--- src/rtl/trace_packer.sv ---
// Trace deserializer: packs 1..MAX_TRACES trace bits per beat into WIDTH-bit words,
// queues them in a DEPTH-entry FIFO and releases them only while store permission is held.
module trace_packer #(
    parameter int WIDTH       = 32,
    parameter int MAX_TRACES  = 8,
    parameter int DEPTH       = 4,
    parameter int NTRACE_BITS = $clog2(MAX_TRACES) + 1
) (
    input  logic                     CLK_I,
    input  logic                     RST_I,
    input  logic [NTRACE_BITS-1:0]   EXP_TRACES_I,
    input  logic                     TRACE_VALID_I,
    input  logic [MAX_TRACES-1:0]    TRACE_I,
    output logic                     TRACE_READY_O,
    input  logic                     FLUSH_I,
    input  logic                     STORE_PERM_I,
    output logic                     STORE_O,
    output logic [WIDTH-1:0]         DATA_O,
    output logic [$clog2(WIDTH):0]   FILL_O
);

    localparam int POS_W   = $clog2(WIDTH) + 1;
    localparam int PTR_W   = (DEPTH > 1) ? $clog2(DEPTH) : 1;
    localparam int CNT_W   = $clog2(DEPTH) + 1;
    localparam int MAX_EXP = $clog2(MAX_TRACES);

    localparam logic [0:0] S_RUN        = 1'b0;
    localparam logic [0:0] S_FLUSH_WAIT = 1'b1;

    function automatic logic [NTRACE_BITS-1:0] clamp_exp(input logic [NTRACE_BITS-1:0] e);
        if (e > NTRACE_BITS'(MAX_EXP)) begin
            return NTRACE_BITS'(MAX_EXP);
        end
        return e;
    endfunction

    // Packer state
    logic [WIDTH-1:0]       r_pack;
    logic [POS_W-1:0]       r_pos;
    logic [NTRACE_BITS-1:0] r_exp;
    logic [0:0]             r_state;

    // Output FIFO state
    logic [CNT_W-1:0]       r_cnt;
    logic [PTR_W-1:0]       r_wr_ptr;
    logic [PTR_W-1:0]       r_rd_ptr;
    logic [WIDTH-1:0]       r_mem_data [DEPTH];
    logic [POS_W-1:0]       r_mem_fill [DEPTH];

    logic [POS_W-1:0]       w_n;
    logic [POS_W-1:0]       w_sum;
    logic [POS_W-1:0]       w_pos_nxt;
    logic [POS_W-1:0]       w_push_fill;
    logic [MAX_TRACES-1:0]  w_mask;
    logic [WIDTH-1:0]       w_beat;
    logic [WIDTH-1:0]       w_pack_nxt;
    logic                   w_acc;
    logic                   w_full_word;
    logic                   w_fifo_full;
    logic                   w_push;
    logic                   w_pop;
    logic                   w_clear;
    logic [0:0]             w_state_nxt;

    assign w_n = POS_W'(1) << r_exp;

    always_comb begin
        for (int i = 0; i < MAX_TRACES; i++) begin
            w_mask[i] = (i < int'(w_n));
        end
    end

    assign w_fifo_full   = (r_cnt == CNT_W'(DEPTH));
    assign TRACE_READY_O = (r_state == S_RUN) && !w_fifo_full && !RST_I;
    assign w_acc         = TRACE_VALID_I && TRACE_READY_O;
    assign w_pop         = STORE_PERM_I && (r_cnt != '0);

    // Pack slots above pos are always zero, so a new beat can simply be OR-ed in.
    assign w_beat      = WIDTH'(TRACE_I & w_mask);
    assign w_pack_nxt  = w_acc ? (r_pack | (w_beat << r_pos)) : r_pack;
    assign w_sum       = r_pos + w_n;
    assign w_pos_nxt   = w_acc ? w_sum : r_pos;
    assign w_full_word = w_acc && (w_sum == POS_W'(WIDTH));
    assign w_push_fill = w_full_word ? POS_W'(WIDTH) : w_pos_nxt;

    always_comb begin
        w_push      = 1'b0;
        w_clear     = 1'b0;
        w_state_nxt = r_state;
        case (r_state)
            S_RUN: begin
                if (w_full_word) begin
                    w_push  = 1'b1;
                    w_clear = 1'b1;
                end else if (FLUSH_I && (w_pos_nxt != '0)) begin
                    if (w_fifo_full) begin
                        w_state_nxt = S_FLUSH_WAIT;
                    end else begin
                        w_push  = 1'b1;
                        w_clear = 1'b1;
                    end
                end
            end
            S_FLUSH_WAIT: begin
                // Beats are blocked here, so pack/pos still hold the word to flush.
                if (!w_fifo_full) begin
                    w_push      = 1'b1;
                    w_clear     = 1'b1;
                    w_state_nxt = S_RUN;
                end
            end
            default: w_state_nxt = S_RUN;
        endcase
    end

    always_ff @(posedge CLK_I) begin
        if (RST_I) begin
            r_pack   <= '0;
            r_pos    <= '0;
            r_state  <= S_RUN;
            r_exp    <= clamp_exp(EXP_TRACES_I);
            r_cnt    <= '0;
            r_wr_ptr <= '0;
            r_rd_ptr <= '0;
        end else begin
            r_state <= w_state_nxt;
            r_pack  <= w_clear ? '0 : w_pack_nxt;
            r_pos   <= w_clear ? '0 : w_pos_nxt;
            // Width changes only land on word boundaries.
            if (w_clear || (w_pos_nxt == '0)) begin
                r_exp <= clamp_exp(EXP_TRACES_I);
            end
            if (w_push) begin
                r_wr_ptr <= r_wr_ptr + PTR_W'(1);
            end
            if (w_pop) begin
                r_rd_ptr <= r_rd_ptr + PTR_W'(1);
            end
            r_cnt <= r_cnt + CNT_W'(w_push) - CNT_W'(w_pop);
        end
    end

    always_ff @(posedge CLK_I) begin
        if (w_push) begin
            r_mem_data[r_wr_ptr] <= w_pack_nxt;
            r_mem_fill[r_wr_ptr] <= w_push_fill;
        end
    end

    assign STORE_O = w_pop;
    assign DATA_O  = (r_cnt != '0) ? r_mem_data[r_rd_ptr] : '0;
    assign FILL_O  = (r_cnt != '0) ? r_mem_fill[r_rd_ptr] : '0;

endmodule

--- config.mk ---
export PLATFORM = sky130hd
export DESIGN_NAME = trace_packer
export DESIGN_NICKNAME = d
export VERILOG_FILES = /design/src/rtl/trace_packer.sv
export SDC_FILE = /design/constraint.sdc
export NUM_CORES = 1
export LEC_CHECK = 0
export CORE_MARGIN = 2
export CORE_UTILIZATION = 50
export CTS_BUF_LIST = sky130_fd_sc_hd__clkbuf_16
export DETAILED_ROUTE_END_ITERATION = 6
export PLACE_DENSITY = 0.66
export SYNTH_ARGS = -nofsm -noshare
export SYNTH_HDL_FRONTEND = slang
export SYNTH_SLANG_ARGS = --single-unit
--- constraint.sdc ---
create_clock -name CLK_I -period 4.42 [get_ports CLK_I]
set_input_delay 0.442 -clock CLK_I [delete_from_list [all_inputs] [get_ports CLK_I]]
set_output_delay 0.442 -clock CLK_I [all_outputs]
set_load 0.01 [all_outputs]
==> results of run 1 <==
[path summary, 6_finish.rpt]
check	from	end	depth (start not counted)
worst min register to register	r_wr_ptr[1]$_SDFFE_PP0P_	r_wr_ptr[1]$_SDFFE_PP0P_	2
worst max-delay path	r_exp[1]$_SDFFCE_PN1P_	r_cnt[2]$_SDFF_PP0_	18
worst min-delay path	r_wr_ptr[1]$_SDFFE_PP0P_	r_wr_ptr[1]$_SDFFE_PP0P_	2
worst max register to register	r_exp[1]$_SDFFCE_PN1P_	r_cnt[2]$_SDFF_PP0_	18
[metal layers]
metal | wire length (um) | up-vias
li1 | - | 2360
met1 | 7590 | 2581
met2 | 8940 | 147
met3 | 825 | 26
met4 | 328 | 0
met5 | 0 | -
[sequential cells by signal, summed over array words and instances, names as in the netlist, named ones only]
name,count
r_pack,32
r_mem_fill,24
r_cnt,3
r_mem_data,128
r_rd_ptr,2
r_state,1
r_pos,6
r_exp,4
r_wr_ptr,2
[per-stage QoR]
step	total power, W	instance area [um2]	setup slack (ps)	instances	hold WS [ps]
2_1_floorplan	0.00299	8850	463	584	465
3_3_place_gp	0.00351	9770	434	856	485
3_5_place_dp	0.00353	9770	312	856	500
4_1_cts	0.00521	10400	303	894	508
5_1_grt	0.00539	10400	51.0	894	541
6_report	0.00515	10400	295	894	505
[cells in the final DEF (no fill, tap or decap), types with 3 or more instances in the layout]
master	count
nor3_1	9
ha_1	11
and2b_1	5
nor2_1	26
mux2_2	8
nand4_1	4
clkdlybuf4s50_1	56
a21oi_1	12
a21o_1	16
and3_1	4
mux4_2	38
inv_1	17
edfxtp_1	156
a221o_1	9
xor2_1	4
a211o_1	3
a31oi_1	3
nand3_1	8
or3_1	4
clkbuf_16	21
o211ai_1	4
o21a_1	3
o21ai_0	14
dfxtp_1	47
clkinv_1	4
buf_12	5
xnor2_1	4
mux2i_1	4
clkinv_2	5
nor2b_2	27
nand2_1	24
buf_4	13
nor2b_1	44
and2_2	4
[critical path: cells and delay by family (launching register included)]
kind,cells,cell delay [ps]
adders and majority gates,5,1340
and+or+nand+nor,4,1050
DFF,1,520
xor gates and xnor gates,3,450
AOI/OAI and AO/OA,2,380
buffers and inverters,4,280
[final cells by class]
cell class	count	share of cell area, %
multi-input cells	338	29.1
repair buffers	74	7.26
flip-flops and latches	204	54.1
clock inverters	17	1.29
well taps	225	2.70
inverters	15	0.539
clock buffers	21	5.03
[power by group through the flow]
| stage | Clock, W | Sequential, W | Combinational, W |
|---|---|---|---|
| after floorplan | 0 | 0.00220 | 0.000794 |
| after global placement | 0 | 0.00224 | 0.00127 |
| after detailed placement | 0 | 0.00225 | 0.00129 |
| after CTS | 0.00171 | 0.00221 | 0.00129 |
| final | 0.00168 | 0.00220 | 0.00126 |
| after global routing | 0.00180 | 0.00221 | 0.00138 |
[what timing repair did]
item | CTS | global route
setup endpoints to repair | 0 | 1
resized for setup | 0 | 1
hold buffers | 0 | 0
[logic make-up (layout without fill, tap and decap cells)]
| logic type | Yosys count | in the layout |
|---|---|---|
| muxes | 50 | 50 |
| adders and majority gates | 13 | 13 |
| xor gates and xnor gates | 10 | 10 |
| AOI/OAI and AO/OA | 82 | 82 |
| buffers and inverters | 42 | 127 |
| and+or+nand+nor | 181 | 181 |
| other | 1 | 2 |
| DFF | 204 | 204 |
==> flow_summary.ini, run 1 <==
[worst_setup_path]
required_ps = 4810
endpoint_kind = flop
cp_slowest_cell = edfxtp_1
worstPathMaxFanout = 11
rrSetupSlack_ps = 300
max_stage_delay_ps = 520
cp-start-kind = flop
critical_path_class = flop to flop
path_cells = nor4_1, ha_1, inv_1, fa_1, xnor2_1, or4b_4, o31ai_4, or2_4, o211ai_2, inv_2, ha_1, inv_1, ha_1, inv_1, fa_1, xor2_1, xnor2_1, nor2_1
critical_path_arrival_ps = 4510

[route]
viasPerCell = 5.72
post_drt_wl_per_cell_um = 19.8
drc = 0
antenna_left = 0
first_iter_violations = 387
num_vias = 5114
drtPass1Iterations = 4
drt-total-wl_um = 17700

[grt]
grt_pass1_vias = 5247
grt_pass1_wl_um = 28300
antenna_found_initial = 0
grt-busiest-layer = met2
grt_use_total_pct = 19.9
grt_overflow_total = 0
grt_use_met1_pct = 26.7
use_met3_pct = 2.52
met2_usage_pct = 34.2
grt_max_degree = 39

[logic_synthesis]
ys.flop_type = edfxtp_1
synthTopCellsByArea = edfxtp_1 (53%), dfxtp_1 (11%), mux4_2 (9.7%)
synth-compound-area-share_pct = 7.08
yosys-top-cells-count = edfxtp_1 (156), dfxtp_1 (48), nor2b_1 (44)
synth_edf_count = 156
yosysMostFrequentCell = edfxtp_1
syn_inst = 583
yosysTopAreaCellShare_pct = 52.9
synth_simple_gate_area_share_pct = 12.7
yosysUniqueCellTypes = 67
synth_top_area_cell = edfxtp_1
synth_area_um2 = 8850
yosysSeqAreaShare_pct = 63.8
yosys.area_share.xor_xnor_pct = 1.15
yosys_warnings = 0
ys_ff_latch = 204
avgSynthCellArea_um2 = 15.2
synthAdderAreaFrac_pct = 2.01
muxShareOfSynthArea_pct = 11.1
synthArstFlopShare_pct = 0
synth_top_family_by_area = simple AND/OR/NAND/NOR gates

[pwr]
p_seq_share_pct = 42.8
switching_power_w = 0.00134
power_density_nw_per_um2 = 493
switching_share_pct = 25.9
p_leak_nw = 3.66
p_int_w = 0.00381
peakVddDrop_mv = 0.402
p_comb_share_pct = 24.5
pwr-share-clk_pct = 32.7

[timing]
slew_headroom_pct = 38.4
setup_tns_ps = 0
fmax_mhz = 242
maxSlewViolCount = 0
post-route-min-period_ps = 4120
rsz0062_at_grt = no
finalCritPeriodShare_pct = 93.3
finClkSkew_ps = 13.6
finalHoldViolations = 0
worst_pin_slew_ps = 918
finalSetupViolCount = 0

[cells_and_area]
antenna_cells = 0
layout-drive-gt1-share_pct = 21.2
multiInputGateArea_um2 = 3040
ff_latch_area_um2 = 5650
n_fill_cell = 1330
post-route-util_pct = 60.4
area_delta_synth_final_pct = 18.0
nets = 684

[floorplan]
row_count = 48
die_width_um = 137
ios = 57
start_util_pct = 51.2
core-area_um2 = 17300
die-area_um2 = 18800
die_y_um = 137

[hold_path]
hp-class = flop to flop

[cts]
cts_setup_buffers = 0
clk_latency_ps = 490
cts_buffer_depth = 3
clk_pin_slew_worst_paths_ps = 60
cts_buffers = 21
cts_tree = yes
h-tree-depth = 1
clock-sinks = 204
cts_root_buf = clkbuf_16

[run_status]
status = completed

[placement]
gp_congestion = 0.966
port_buffers = 56
dpl.hpwl_um = 11800

[job]
cap_viol_max_count = 0
(Power assumes the default switching activity.)
==> inputs of run 2 (changes only) <==
--- a/config.mk
+++ b/config.mk
@@ -10,6 +10,7 @@
 export CTS_BUF_LIST = sky130_fd_sc_hd__clkbuf_16
 export DETAILED_ROUTE_END_ITERATION = 6
 export PLACE_DENSITY = 0.66
+export SLEW_MARGIN = 20
 export SYNTH_ARGS = -nofsm -noshare
 export SYNTH_HDL_FRONTEND = slang
 export SYNTH_SLANG_ARGS = --single-unit
==> results of run 2 <==
The final DEF is identical to that of run 1; final timing and power are the same.
